===== config.mk =====
export PLATFORM = sky130hd
export DESIGN_NAME = vga_timing_gen_flat
export DESIGN_NICKNAME = d
export VERILOG_FILES = /design/src/rtl/vga_timing_gen_if.sv /design/src/rtl/vga_timing_gen.sv /design/src/flat_wrapper.sv
export SDC_FILE = /design/constraint.sdc
export NUM_CORES = 1
export LEC_CHECK = 0
export ABC_AREA = 1
export CAP_MARGIN = 20
export CORE_ASPECT_RATIO = 1.25
export CORE_MARGIN = 2
export CORE_UTILIZATION = 49
export DETAILED_ROUTE_END_ITERATION = 10
export PLACE_DENSITY = 0.89
export SYNTH_ARGS = -nofsm -noshare
export SYNTH_HDL_FRONTEND = slang
export SYNTH_SLANG_ARGS = --single-unit

===== constraint.sdc =====
create_clock -name clk -period 1.4 [get_ports clk]
set_clock_uncertainty 0.05 [all_clocks]
set_input_delay 0.28 -clock clk [delete_from_list [all_inputs] [get_ports clk]]
set_output_delay 0.28 -clock clk [all_outputs]
set_load 0.03 [all_outputs]

===== src/rtl/vga_timing_gen_if.sv =====
// Bus between the VGA timing generator and its neighbours.
// The scene side supplies pixel colour; the pin side consumes counts, strobes, syncs and RGB.
interface vga_timing_gen_if;
  logic [11:0] vga_data;
  logic [9:0]  h_cnt;
  logic [9:0]  v_cnt;
  logic        valid;
  logic        pix_en;
  logic        frame_start;
  logic        hsync;
  logic        vsync;
  logic [3:0]  vgaRed;
  logic [3:0]  vgaGreen;
  logic [3:0]  vgaBlue;

  modport master (
    input  vga_data,
    output h_cnt, v_cnt, valid, pix_en, frame_start,
    output hsync, vsync, vgaRed, vgaGreen, vgaBlue
  );

  modport slave (
    output vga_data,
    input  h_cnt, v_cnt, valid, pix_en, frame_start,
    input  hsync, vsync, vgaRed, vgaGreen, vgaBlue
  );
endinterface


===== src/rtl/vga_timing_gen.sv =====
// 640x480@60Hz VGA timing generator with a registered pixel output stage.
// Pins lag the counts by one pixel; syncs and RGB stay mutually aligned.
module vga_timing_gen #(
  parameter int unsigned CLK_DIV = 4,
  parameter int unsigned H_DISP  = 640,
  parameter int unsigned H_FP    = 16,
  parameter int unsigned H_SYNC  = 96,
  parameter int unsigned H_BP    = 48,
  parameter int unsigned V_DISP  = 480,
  parameter int unsigned V_FP    = 10,
  parameter int unsigned V_SYNC  = 2,
  parameter int unsigned V_BP    = 33
) (
  input  logic clk,
  input  logic rst,
  vga_timing_gen_if.master bus
);
  localparam int unsigned H_TOTAL = H_DISP + H_FP + H_SYNC + H_BP;
  localparam int unsigned V_TOTAL = V_DISP + V_FP + V_SYNC + V_BP;
  localparam int unsigned DIV_W   = (CLK_DIV > 1) ? $clog2(CLK_DIV) : 1;

  localparam logic [DIV_W-1:0] DIV_MAX = DIV_W'(CLK_DIV - 1);
  // pix_en is registered, so it is armed one divider step early (CLK_DIV >= 2)
  localparam logic [DIV_W-1:0] DIV_PRE = DIV_W'(CLK_DIV - 2);

  localparam logic [9:0] H_MAX    = 10'(H_TOTAL - 1);
  localparam logic [9:0] V_MAX    = 10'(V_TOTAL - 1);
  localparam logic [9:0] H_VIS    = 10'(H_DISP);
  localparam logic [9:0] V_VIS    = 10'(V_DISP);
  localparam logic [9:0] HS_START = 10'(H_DISP + H_FP);
  localparam logic [9:0] HS_END   = 10'(H_DISP + H_FP + H_SYNC);
  localparam logic [9:0] VS_START = 10'(V_DISP + V_FP);
  localparam logic [9:0] VS_END   = 10'(V_DISP + V_FP + V_SYNC);

  logic [DIV_W-1:0] r_div;
  logic             r_pix_en;
  logic [9:0]       r_h_cnt;
  logic [9:0]       r_v_cnt;
  logic             r_frame_start;
  logic             r_hsync;
  logic             r_vsync;
  logic [11:0]      r_rgb;

  logic w_valid;
  logic w_hsync;
  logic w_vsync;
  logic w_h_wrap;
  logic w_v_wrap;

  always_comb begin
    w_valid  = (r_h_cnt < H_VIS) && (r_v_cnt < V_VIS);
    w_hsync  = ~((r_h_cnt >= HS_START) && (r_h_cnt < HS_END));
    w_vsync  = ~((r_v_cnt >= VS_START) && (r_v_cnt < VS_END));
    w_h_wrap = (r_h_cnt == H_MAX);
    w_v_wrap = (r_v_cnt == V_MAX);
  end

  always_ff @(posedge clk or posedge rst) begin
    if (rst) begin
      r_div    <= '0;
      r_pix_en <= 1'b0;
    end else begin
      r_div    <= (r_div == DIV_MAX) ? '0 : r_div + 1'b1;
      r_pix_en <= (r_div == DIV_PRE);
    end
  end

  always_ff @(posedge clk or posedge rst) begin
    if (rst) begin
      r_h_cnt       <= '0;
      r_v_cnt       <= '0;
      r_frame_start <= 1'b0;
      r_hsync       <= 1'b1;
      r_vsync       <= 1'b1;
      r_rgb         <= '0;
    end else begin
      r_frame_start <= r_pix_en && w_h_wrap && w_v_wrap;
      if (r_pix_en) begin
        r_rgb   <= w_valid ? bus.vga_data : '0;
        r_hsync <= w_hsync;
        r_vsync <= w_vsync;
        if (w_h_wrap) begin
          r_h_cnt <= '0;
          r_v_cnt <= w_v_wrap ? '0 : r_v_cnt + 10'd1;
        end else begin
          r_h_cnt <= r_h_cnt + 10'd1;
        end
      end
    end
  end

  assign bus.h_cnt       = r_h_cnt;
  assign bus.v_cnt       = r_v_cnt;
  assign bus.valid       = w_valid;
  assign bus.pix_en      = r_pix_en;
  assign bus.frame_start = r_frame_start;
  assign bus.hsync       = r_hsync;
  assign bus.vsync       = r_vsync;
  assign bus.vgaRed      = r_rgb[11:8];
  assign bus.vgaGreen    = r_rgb[7:4];
  assign bus.vgaBlue     = r_rgb[3:0];
endmodule


===== src/flat_wrapper.sv =====
// flat-port wrapper written by rule: the top's interface ports become plain ports
module vga_timing_gen_flat 
#(
  parameter int unsigned CLK_DIV = 4,
  parameter int unsigned H_DISP  = 640,
  parameter int unsigned H_FP    = 16,
  parameter int unsigned H_SYNC  = 96,
  parameter int unsigned H_BP    = 48,
  parameter int unsigned V_DISP  = 480,
  parameter int unsigned V_FP    = 10,
  parameter int unsigned V_SYNC  = 2,
  parameter int unsigned V_BP    = 33
)
  (clk, rst, bus_vga_data, bus_h_cnt, bus_v_cnt, bus_valid, bus_pix_en, bus_frame_start, bus_hsync, bus_vsync, bus_vgaRed, bus_vgaGreen, bus_vgaBlue);
  vga_timing_gen_if bus_i ();
  input  logic clk;
  input  logic rst;
  input wire logic [$bits(bus_i.vga_data)-1:0] bus_vga_data;
  output wire logic [$bits(bus_i.h_cnt)-1:0] bus_h_cnt;
  output wire logic [$bits(bus_i.v_cnt)-1:0] bus_v_cnt;
  output wire logic [$bits(bus_i.valid)-1:0] bus_valid;
  output wire logic [$bits(bus_i.pix_en)-1:0] bus_pix_en;
  output wire logic [$bits(bus_i.frame_start)-1:0] bus_frame_start;
  output wire logic [$bits(bus_i.hsync)-1:0] bus_hsync;
  output wire logic [$bits(bus_i.vsync)-1:0] bus_vsync;
  output wire logic [$bits(bus_i.vgaRed)-1:0] bus_vgaRed;
  output wire logic [$bits(bus_i.vgaGreen)-1:0] bus_vgaGreen;
  output wire logic [$bits(bus_i.vgaBlue)-1:0] bus_vgaBlue;
  assign bus_i.vga_data = bus_vga_data;
  assign bus_h_cnt = bus_i.h_cnt;
  assign bus_v_cnt = bus_i.v_cnt;
  assign bus_valid = bus_i.valid;
  assign bus_pix_en = bus_i.pix_en;
  assign bus_frame_start = bus_i.frame_start;
  assign bus_hsync = bus_i.hsync;
  assign bus_vsync = bus_i.vsync;
  assign bus_vgaRed = bus_i.vgaRed;
  assign bus_vgaGreen = bus_i.vgaGreen;
  assign bus_vgaBlue = bus_i.vgaBlue;
  vga_timing_gen #(.CLK_DIV(CLK_DIV), .H_DISP(H_DISP), .H_FP(H_FP), .H_SYNC(H_SYNC), .H_BP(H_BP), .V_DISP(V_DISP), .V_FP(V_FP), .V_SYNC(V_SYNC), .V_BP(V_BP)) u_core (.clk(clk), .rst(rst), .bus(bus_i));
endmodule

# Word-level counts from Yosys, hierarchy flattened
# Index checks and enable logic that the tools add are counted.
totals:
  reg_bits: 38
  latch_bits: 0
  ramBits: 0
  romBits: 0
  inputBits: 14
  output_inout_bits: 37
  word_cells: 33
  mem_count: 0
op_classes:
  addsub: 3
  multipliers: 0
  div_mod_pow: 0
  magnitude_cmp: 6
  eq_ne: 4
  n_shift: 0
  mux: 4
  bitwise_logic: 2
  n_reduce_logical: 6
op_table:
  columns: ["operator", "count"]
  rows:
  - ["10-bit by 1-bit adder with 10-bit output, second input constant", 2]
  - ["10-bit equality test, second input constant", 2]
  - ["10-bit < comparator, second input constant", 2]
  - ["10-bit by 9-bit < comparator with 1-bit output, second input constant", 2]
  - ["10-bit 2-to-1 mux", 2]
  - ["12-bit 2-to-1 mux", 1]
  - ["10-bit greater-or-equal comparator, second input constant", 1]
  - ["10-bit by 9-bit greater-or-equal comparator with 1-bit output, second input constant", 1]
  - ["1-bit logical AND", 5]
  - ["2-bit equality test, second input constant", 2]
  - ["2-bit by 1-bit adder with 2-bit output, second input constant", 1]
  - ["2-bit 2-to-1 mux", 1]
  - ["1-bit NOT", 2]
  - ["2-bit AND reduction", 1]

# Longest topological paths before layout
depth:
  depth_word: 3
  mapped_depth: 8
  ltp_nobuf: 8

# Least setup slack after synthesis
# OpenSTA, ideal clock, no wires.
synth_timing:
  path_kind: "flip-flop to output port"
  start: "reg u_core.r_h_cnt[7] (netlist: u_core.bus.h_cnt[7])"
  end: "out bus_valid"
  arrival_ns: 1.247
  required_ns: 1.070
  setup_slack_ns: -0.177
  path_stages_with_launch: 6
  n_path_buf: 2
  path_cell_list: "dfrtp_1 > buf_6 > nand2_1 > nand4_1 > clkbuf_2 > inv_1"
synth_between:
  elab_chain_cells: 2
synth_rtl:
  columns: ["element", "line", "source"]
  rows:
  - ["start, declared", "vga_timing_gen.sv:37", "logic [9:0] r_h_cnt;"]
  - ["start signal, assigned", "vga_timing_gen.sv:86", "r_h_cnt <= r_h_cnt + 10'd1;"]
  - ["10-bit < comparator", "vga_timing_gen.sv:51", "w_valid = (r_h_cnt < H_VIS) && (r_v_cnt < V_VIS);"]
  - ["1-bit logical AND", "vga_timing_gen.sv:51", null]
  - ["end, declared", "flat_wrapper.sv:21", "output wire logic [$bits(bus_i.valid)-1:0] bus_valid;"]
# Every way passes these cells.

# Final worst setup path
# Ends and elaborated chain as after synthesis.

==> out/qor.yml <==
outcome: "finished, violations left"
violations: "setup timing"
ir_drop_mv: 0.645
period_minus_slack_ps: 1670
synth_edf_count: 0
drc: 0
finalPower_mw: 2.22
place.gp.congestion: 0.887
die_w_um: 61.4
worst_setup_path_end_kind: "output port"
criticalPathCategory: "reg2out"
r2r_cells: 5
max_freq_mhz: 601
ys.flop_type: "dfrtp_1"
yosys.area.top_type: "dfrtp_1"
io_pins: 51
syn_inst: 257
clockBufferDepth: 2
synth_seq_area_share: 0.472
rows: 26
ys_warn_count: 0
dr.pass1.iters: 4
critPathMaxFanout: 3
layout-drive-gt1-share: 0.388
p_int_mw: 1.71
die_h_um: 75.8
critPathArrivalTime_ps: 1340
layout.nets: 362
grt_overflow: 0
switchingPower_mw: 0.514
fin_cells: 399
p_per_area_mw_per_mm2: 722
dieArea_mm2: 0.00466
dp_hpwl_um: 3690
syn_nets: 277
clock_sinks: 38
slowest_delay_ps: 420
n_antenna_cell: 0
dp_cells: 377
routed_wirelength_um: 5960
tightest_slew_ps: 348
slew_headroom: 0.768
synth_top_area_share: 0.446
hold_viol: 0
htree_levels: 2
grt_pass1_vias: 1824
synthTopCellsByArea: "dfrtp_1 45%, nand2_1 14%, inv_1 6.1%"
clkTransAtPathRegs_ps: 80
cp.required_ps: 1070
syn_area_mm2: 0.00202
grt.total_usage: 0.234
area_growth_pct: 52.3
vias: 2056
io_buffers: 50
post-route-period-util: 1.19
rsz0062_at_grt: "true"
rrSetupSlack_ps: -40
crit_path_start_kind: "flip-flop"
r2r_start: "u_core.bus.h_cnt[7]"
pwr-share-clk: 0.424
slew_viol_final: 0
crit_slowest_cell: "dfrtp_2"
cts_hold_buf: 0
fin_setup_tns_ps: -417
drt-initial-drc-count: 127
worstPathCellList: "nand2_1, nand4_1, inv_4, buf_6"
ys_ff_latch: 38
antenna_left: 0
wl_per_cell_um: 14.9
yosysUniqueCellTypes: 28
cts_tree: "done"
finish.utilization: 0.763
power.leakage_nw: 1.49
syn_area_per_cell_um2: 7.86
r2r-end: "u_core.r_rgb[1]"
seq_power_share: 0.506
antenna_found_initial: 0
setup_viol: 9
core-area_mm2: 0.00403
hp-class: "in2async"
post-place-ws_ps: -1.28
grt_pass1_wl_um: 8050
sw_frac_of_total: 0.231
maxCapViolCount: 0
cts_root_buf: "clkbuf_8"
fin_ws_ps: -265
initial_core_util: 0.501
cts_made_buffers: 5
clk_latency_ps: 300
power.share.combinational: 0.070
synthArstFlopShare: 1.00
viasPerCell: 5.15
grt_max_degree: 17
==> power by group through the flow <==
stage	clock (mW)	combinational, mW	sequential, mW
2_1_floorplan	0	0.0280	1.18
3_3_place_gp	0	0.157	1.14
3_5_place_dp	0	0.159	1.15
4_1_cts	0.936	0.148	1.12
5_1_grt	0.981	0.167	1.13
6_report	0.942	0.155	1.12
==> cell type report <==
type                    count  area, um2
clock inverters             3       40.0
well taps                  56       70.1
flip-flops and latches     38        968
multi-input cells         174       1040
fillers                   280        957
inverters                  37        144
repair buffers             86        747
clock buffers               5       68.8
==> worst max-delay path by stage <==
stage | start | cells after the start | end
2_1_floorplan | u_core.bus.h_cnt[7] | 5 | bus_valid
6_report | u_core.bus.h_cnt[7] | 4 | bus_valid
4_1_cts | u_core.bus.v_cnt[6] | 4 | bus_valid
5_1_grt | u_core.bus.h_cnt[7] | 4 | bus_valid
3_5_place_dp | u_core.bus.v_cnt[6] | 4 | u_core.r_rgb[1]
3_3_place_gp | u_core.bus.v_cnt[0] | 7 | u_core.bus.v_cnt[4]
==> worst max-delay path: cells and delay by family, from the launching register on <==
family        cells  cell delay, ps
flops             1             420
simple gates      2             370
buf+inv           2             240
==> cells in the mapped netlist (3+ instances only) <==
library cell / count
a21oi_1: 6
dfrtp_1: 36
ha_1: 6
inv_1: 33
inv_2: 3
nand2_1: 73
nand3_1: 15
nand4_1: 7
nor2_1: 21
nor2_2: 5
nor3_1: 3
o21ai_0: 20
o21ai_1: 3
o21ai_2: 3
xor2_1: 4
==> per-layer routing <==
layer	routed length, um	global-route usage	vias up
met5	0	0	-
met4	141	0.0804	0
met3	289	0.0509	13
met2	3190	0.413	73
met1	2340	0.280	995
li1	-	-	975
==> sequential cells by signal, summed over array words and instances, names as in the netlist <==
signal and cells:
u_core.bus.h_cnt 10, u_core.bus.hsync 1, u_core.r_rgb 12, u_core.bus.vsync 1, u_core.bus.v_cnt 10, u_core.r_div 2
u_core.bus.frame_start 1, u_core.bus.pix_en 1
==> through the flow <==
stage                     hold WS (ps)  cell area, um2
after floorplan                    378            2070
after global placement             388            2710
after detailed placement           408            2710
after CTS                          199            2850
after global routing               230            3080
final                              200            3080
==> timing repair <==
action	in CTS	in global routing
pin swaps	4	15
gates resized for setup	15	73
endpoints found under the setup margin	18	37
setup buffers	6	8
gates cloned	0	1
==> kinds of logic (layout without fill, tap and decap cells) <==
family	count (synthesis)	count (layout)	synth area share
adders and majority gates	6	6	0.0372
AOI/OAI and AO/OA	35	35	0.0954
and+or+nand+nor	129	129	0.280
DFF	38	38	0.472
buffers and inverters	45	131	0.0978
xor gates and xnor gates	4	4	0.0173
==> placed cells by master (no fill, tap or decap), drive strengths merged, types with 3 or more instances in the layout <==
master,netlist,layout
nand3,15,15
dfrtp,36,36
nor3,3,3
nand2,74,74
xor2,4,4
clkbuf,2,11
clkdlybuf4s50,0,13
o21ai,26,26
a21oi,6,6
buf,6,59
inv,37,37
ha,6,6
nor2,28,28
clkdlybuf4s15,0,7
nand4,8,8
(Power assumes the default switching activity.)
